## config.mk

```make
export PLATFORM = sky130hd
export DESIGN_NAME = led_display_arbiter
export DESIGN_NICKNAME = d
export VERILOG_FILES = /design/src/rtl/led_display_arbiter.sv
export SDC_FILE = /design/constraint.sdc
export NUM_CORES = 1
export LEC_CHECK = 0
export BUFFER_PORTS_ARGS = -buffer_cell sky130_fd_sc_hd__buf_2
export CAP_MARGIN = 20
export CORE_MARGIN = 1.5
export CORE_UTILIZATION = 50
export DETAILED_ROUTE_END_ITERATION = 12
export GPL_TIMING_DRIVEN = 0
export MAX_ROUTING_LAYER = met4
export PLACE_DENSITY = 0.79
export SLEW_MARGIN = 20
export SYNTH_ARGS = -nofsm -noshare
export SYNTH_HDL_FRONTEND = slang
export SYNTH_SLANG_ARGS = --single-unit
```

## constraint.sdc

```tcl
create_clock -name iClk -period 3.9 [get_ports iClk]
set_input_delay 0.78 -clock iClk [delete_from_list [all_inputs] [get_ports iClk]]
set_output_delay 0.78 -clock iClk [all_outputs]
set_load 0.005 [all_outputs]
```

## src/rtl/led_display_arbiter.sv

```systemverilog
// Round-robin time-sharing of the 8-bit debug display between NUM_SRC code producers.
// Optional fault preemption is built when LED_DISPLAY_FAULT_PREEMPT_EN is defined.
module led_display_arbiter #(
    parameter int NUM_SRC     = 4,
    parameter int DWELL_TICKS = 8,
    parameter int BLANK_TICKS = 1
) (
    input  logic                   iClk,
    input  logic                   iRst,
    input  logic                   i250mSCE,
    input  logic [NUM_SRC-1:0]     ivSrcValid,
    input  logic [8*NUM_SRC-1:0]   ivSrcData,
    output logic [7:0]             oDisplay,
    output logic                   oBlank,
    output logic [2:0]             oSrcSel,
    output logic                   oFaultPending
);

    typedef enum logic [1:0] {IDLE, SHOW, GAP} state_t;

    state_t     state, state_n;
    logic [2:0] cur, cur_n;
    logic [7:0] cnt, cnt_n;

    logic [7:0] valid;
    logic [7:0] data [8];
    logic [2:0] next_src;
    logic [2:0] low_src;
    logic [2:0] probe;
    logic       any_valid;
    logic       other_valid;
    logic       cur_valid;
    logic       show_now;
    logic       dwell_done;
    logic       gap_done;
    logic       preempt;

    // Sources are padded to 8 so a 3-bit index always lands on a defined slot.
    always_comb begin
        valid = 8'(ivSrcValid);
        for (int j = 0; j < 8; j++) begin
            data[j] = 8'h00;
        end
        for (int j = 0; j < NUM_SRC; j++) begin
            data[j] = ivSrcData[8*j +: 8];
        end
    end

    // Descending loops let the nearest candidate win; the wrap returns cur itself last.
    always_comb begin
        next_src = cur;
        low_src  = 3'd0;
        probe    = 3'd0;
        for (int i = NUM_SRC; i >= 1; i--) begin
            probe = 3'((int'(cur) + i) % NUM_SRC);
            if (valid[probe]) begin
                next_src = probe;
            end
        end
        for (int j = NUM_SRC - 1; j >= 0; j--) begin
            if (valid[3'(j)]) begin
                low_src = 3'(j);
            end
        end
    end

    assign any_valid   = |valid;
    assign cur_valid   = valid[cur];
    assign other_valid = |(valid & ~(8'd1 << cur));
    assign dwell_done  = (cnt == 8'(DWELL_TICKS));
    assign gap_done    = (cnt == 8'(BLANK_TICKS));
    assign show_now    = (state == SHOW) && cur_valid;

`ifdef LED_DISPLAY_FAULT_PREEMPT_EN
    logic fault_q;

    always_ff @(posedge iClk) begin
        if (iRst) begin
            fault_q <= 1'b0;
        end else begin
            fault_q <= valid[0];
        end
    end

    assign preempt = valid[0] && !fault_q && (state != IDLE) && (cur != 3'd0);
`else
    assign preempt = 1'b0;
`endif

    always_comb begin
        state_n = state;
        cur_n   = cur;
        cnt_n   = cnt;
        case (state)
            IDLE: begin
                if (any_valid) begin
                    state_n = SHOW;
                    cur_n   = low_src;
                    cnt_n   = 8'd0;
                end
            end
            SHOW: begin
                if (preempt) begin
                    cur_n = 3'd0;
                    cnt_n = 8'd0;
                end else if (!cur_valid || (dwell_done && other_valid)) begin
                    cnt_n = 8'd0;
                    if (!any_valid) begin
                        state_n = IDLE;
                    end else if (BLANK_TICKS == 0) begin
                        cur_n = next_src;
                    end else begin
                        state_n = GAP;
                    end
                end else if (dwell_done) begin
                    cnt_n = 8'd0;
                end else if (i250mSCE) begin
                    cnt_n = cnt + 8'd1;
                end
            end
            GAP: begin
                if (preempt) begin
                    state_n = SHOW;
                    cur_n   = 3'd0;
                    cnt_n   = 8'd0;
                end else if (gap_done) begin
                    cnt_n = 8'd0;
                    if (any_valid) begin
                        state_n = SHOW;
                        cur_n   = next_src;
                    end else begin
                        state_n = IDLE;
                    end
                end else if (i250mSCE) begin
                    cnt_n = cnt + 8'd1;
                end
            end
            default: begin
                state_n = IDLE;
            end
        endcase
    end

    // Outputs follow the registered state, gated so an invalid source never reaches the pins.
    always_ff @(posedge iClk) begin
        if (iRst) begin
            state         <= IDLE;
            cur           <= 3'd0;
            cnt           <= 8'd0;
            oDisplay      <= 8'h00;
            oBlank        <= 1'b1;
            oSrcSel       <= 3'd0;
            oFaultPending <= 1'b0;
        end else begin
            state         <= state_n;
            cur           <= cur_n;
            cnt           <= cnt_n;
            oDisplay      <= show_now ? data[cur] : 8'h00;
            oBlank        <= !show_now;
            oSrcSel       <= cur;
            oFaultPending <= valid[0] && !(show_now && (cur == 3'd0));
        end
    end

endmodule

```

==> results.txt <==
- Status: completed
* MaxCap Viol Count: 0
* Maximum clock skew at final layout: 0.00404 ns
* Areal power density over the cells: 458 mW/mm2
- Pin count of the biggest net entering global routing: 15
* Antenna Diode Count: 0
* Quantity of gates resized following cts: 0
- Last weighted congestion value of the routability-driven placer: 0.942
- The pre-antenna-repair detailed-routing pass consisted of 4 iterations.
* Clock share of power: 20.5%
- Inserted Clock Buffers: 3
- After synthesis the netlist holds a flip-flop and latch count of 24.
- Once the clock tree was built, the setup fixing pass inserted 0 buffers.
- Die X-Extent: 59.5 um
- For this run, the total global-route usage over all layers was measured as 20.1%.
* Number of max-slew violations in the final report: 0
- Including well taps, the total number of placed cells is 253.
- The library cell used most frequently in the layout, excluding fill and tap cells, is sky130_fd_sc_hd__buf_2.
* R2R depth: 9
- The average instance in the mapped netlist occupies 9.90 um2.
* Count of unresolved DRC violations after routing: 0
* Pint: 589 uW
* Final setup TNS: 0 ns
- Number of instances in the synthesized netlist: 161
* Classification of the worst setup path: reg -> reg
- Vias post-DR: 1381
* Top Ports: 52
* Wire per inst: 13.3 um
* CTS max path bufs: 2
- The die covers 0.00354 mm2.
- Fill cell count: 288
- In the layout the commonest cells are sky130_fd_sc_hd__buf_2, sky130_fd_sc_hd__dfxtp_1, sky130_fd_sc_hd__nor2_1.
- Transition time at the pin with the least slew margin: 0.782 ns
- Once the floorplan was initialized, standard cells occupied 52.2% of the core.
* Overall die height: 59.5 um
* Seq/Total Area, Yosys: 30.1%
* TritonCTS clock tree: yes
* Core Rows: 20
- Summed over all cells, the static leakage comes to 0.837 nW.
* Worst min path class: reg -> reg
* Clock-pin slew on the worst setup and hold paths: 0.14 ns
* Number of endpoints failing setup at the final stage: 0
- Of all nets on the critical path, the largest fanout is 10.
- Hold is met by 0.564 ns.
- The final hold violation count was 0.
* Number of DRC markers in iteration 0: 40
* Net switching power of the design: 301 uW
- Tmin final: 3.31 ns
- Part of the cycle the worst path needs: 85.0%
* Sum of overflow across all layers after global routing: 0
- Placeable core area: 0.00305 mm2
* Fraction of synthesis flops using an asynchronous set or reset pin: 0%
- STA classifies the critical path startpoint as a register.
- Prior to clock tree synthesis, the placed netlist has a worst setup slack of 0.555 ns.
- Yosys warnings: 0
- Hold Buf Count CTS: 0
- Cell depth of the worst min-delay path: 2
- After legalization and detailed placement, the total HPWL measured 2650 um.
- The later pin in the worst-skew pair is clocked with a latency of 0.31 ns.
* Unrepaired setup endpoints after global routing: false
- Wire length of the first global-routing pass: 5290 um
- Area growth syn-to-layout: 21.8%
- Number of H-tree branching levels: 1
* Netlist area before placement: 0.00159 mm2
* Crit end category: register
* Tightest slew margin relative to the limit: 46.5%
* Non-Filler Instances: 257
* Sequential Power Share: 33.4%
- Summed over all layers, the routed wires come to 3410 um.
- DP Area: 0.00189 mm2
- Dividing the detail-routed via count by the number of cells gives 5.37.
* Part of the total power dissipated in combinational logic: 46.1%
- Number of flops mapped to enable cells by yosys: 0
- For this run, the leading register cell type out of synthesis is sky130_fd_sc_hd__dfxtp_1.
- Number of antenna violations at the first check in global routing: 0
- Count of nets after finishing: 265
* Ratio of cells with drive above 1 in the final layout: 35.2%
- The number of global-route vias before repair is 1273.
- Yosys mapped the design onto 47 distinct sky130hd cell types.
- Clock tree root driver cell: sky130_fd_sc_hd__clkbuf_4
- Sw frac: 33.8%
- Port buffering added 48 buffers.
* Area of all placed cells without fillers: 0.00194 mm2
* Arrival time at the worst endpoint: 3.53 ns
* Post-route antenna net violation count: 0
* Net count after synthesis: 212
* Worst Slack Setup Final: 0.586 ns
- Clock tree synthesis found a total of 24 sinks.
- VDD sags by at most 0.201 mV.
- Required time reported for the critical path endpoint: 4.12 ns
- Final Util: 63.6%
- Fmax: 302 MHz
- After layout, the design draws a total of 890 uW.
[critical path, stage by stage, from the launching register on]
cell	delay (ns)
sky130_fd_sc_hd__dfxtp_1	0.41
sky130_fd_sc_hd__buf_6	0.17
sky130_fd_sc_hd__buf_1	0.57
sky130_fd_sc_hd__inv_1	0.20
sky130_fd_sc_hd__ha_1	0.43
sky130_fd_sc_hd__mux4_2	0.32
sky130_fd_sc_hd__a211o_1	0.29
sky130_fd_sc_hd__or4_4	0.43
sky130_fd_sc_hd__nand2_1	0.09
sky130_fd_sc_hd__mux2_1	0.32
[power groups by stage]
stage	Clock, mW	Combinational, mW	Sequential [mW]
2_1_floorplan	0	0.312	0.301
3_3_place_gp	0	0.402	0.302
3_5_place_dp	0	0.408	0.303
4_1_cts	0.186	0.412	0.297
5_1_grt	0.196	0.452	0.301
6_report	0.182	0.411	0.297
[cell usage after synthesis (2+ instances only)]
master	number	area (um2)
sky130_fd_sc_hd__dfxtp_1	24	480
sky130_fd_sc_hd__nor2_1	15	56.3
sky130_fd_sc_hd__ha_1	12	150
sky130_fd_sc_hd__inv_1	12	45.0
sky130_fd_sc_hd__mux4_2	11	248
sky130_fd_sc_hd__nand2_1	8	30.0
sky130_fd_sc_hd__nor2b_1	8	50.1
sky130_fd_sc_hd__a21oi_1	7	35.0
sky130_fd_sc_hd__xor2_1	5	43.8
sky130_fd_sc_hd__nand3_1	4	20.0
sky130_fd_sc_hd__mux2_1	3	33.8
sky130_fd_sc_hd__o21ai_1	3	15.0
sky130_fd_sc_hd__o22ai_1	3	18.8
sky130_fd_sc_hd__a31o_2	2	17.5
sky130_fd_sc_hd__and2_1	2	12.5
sky130_fd_sc_hd__and3_1	2	12.5
sky130_fd_sc_hd__buf_1	2	7.51
sky130_fd_sc_hd__buf_6	2	22.5
sky130_fd_sc_hd__mux2i_1	2	20.0
sky130_fd_sc_hd__nand4_1	2	12.5
sky130_fd_sc_hd__o2111ai_1	2	17.5
sky130_fd_sc_hd__o21ai_0	2	10.0
sky130_fd_sc_hd__o31ai_1	2	15.0
sky130_fd_sc_hd__or2_1	2	12.5
sky130_fd_sc_hd__xnor2_1	2	17.5
[final cells by class]
type / instances / area, um2 / area share (%)
Buffer: 7 / 56.3 / 2.90
Clock buffer: 3 / 22.5 / 1.16
Clock inverter: 1 / 30.0 / 1.55
Inverter: 13 / 48.8 / 2.51
Multi-Input combinational cell: 117 / 1010 / 51.9
Sequential cell: 24 / 480 / 24.7
Tap cell: 44 / 55.1 / 2.84
Timing Repair Buffer: 48 / 240 / 12.4
[routing by layer]
layer	global-route usage, %	vias to the layer above	wire length [um]
li1	-	690	-
met4	5.52	0	40
met1	23.1	632	1500
met3	3.49	6	247
met5	-	-	0
met2	35.6	53	1620
[worst paths after layout]
path | startpoint | endpoint | slack (ns)
min reg2reg | cnt[7]$_SDFFE_PP0P_ | cnt[7]$_SDFFE_PP0P_ | 0.56
max reg2reg | cur[0]$_SDFFE_PP0P_ | cur[1]$_SDFFE_PP0P_ | 0.59
min | cnt[7]$_SDFFE_PP0P_ | cnt[7]$_SDFFE_PP0P_ | 0.56
max | cur[0]$_SDFFE_PP0P_ | cur[1]$_SDFFE_PP0P_ | 0.59
[logic make-up (layout without fill, tap and decap cells)]
kind of cell | Yosys count | in the layout | synth area share (%)
AND/OR/NAND/NOR | 52 | 52 | 18.4
AO/OA/AOI/OAI | 29 | 29 | 12.5
flip-flops | 24 | 24 | 30.1
buffers and inverters | 20 | 72 | 6.59
multiplexers | 16 | 16 | 18.9
adder cells (fa/ha/maj) | 12 | 12 | 9.42
XOR/XNOR | 7 | 7 | 3.85
other | 1 | 1 | 0.235
[sequential cells by signal, summed over array words and instances (netlist names)]
name           flops
cur                2
oSrcSel            2
oDisplay           8
oBlank             1
state              2
oFaultPending      1
cnt                8
(Power assumes the default switching activity.)
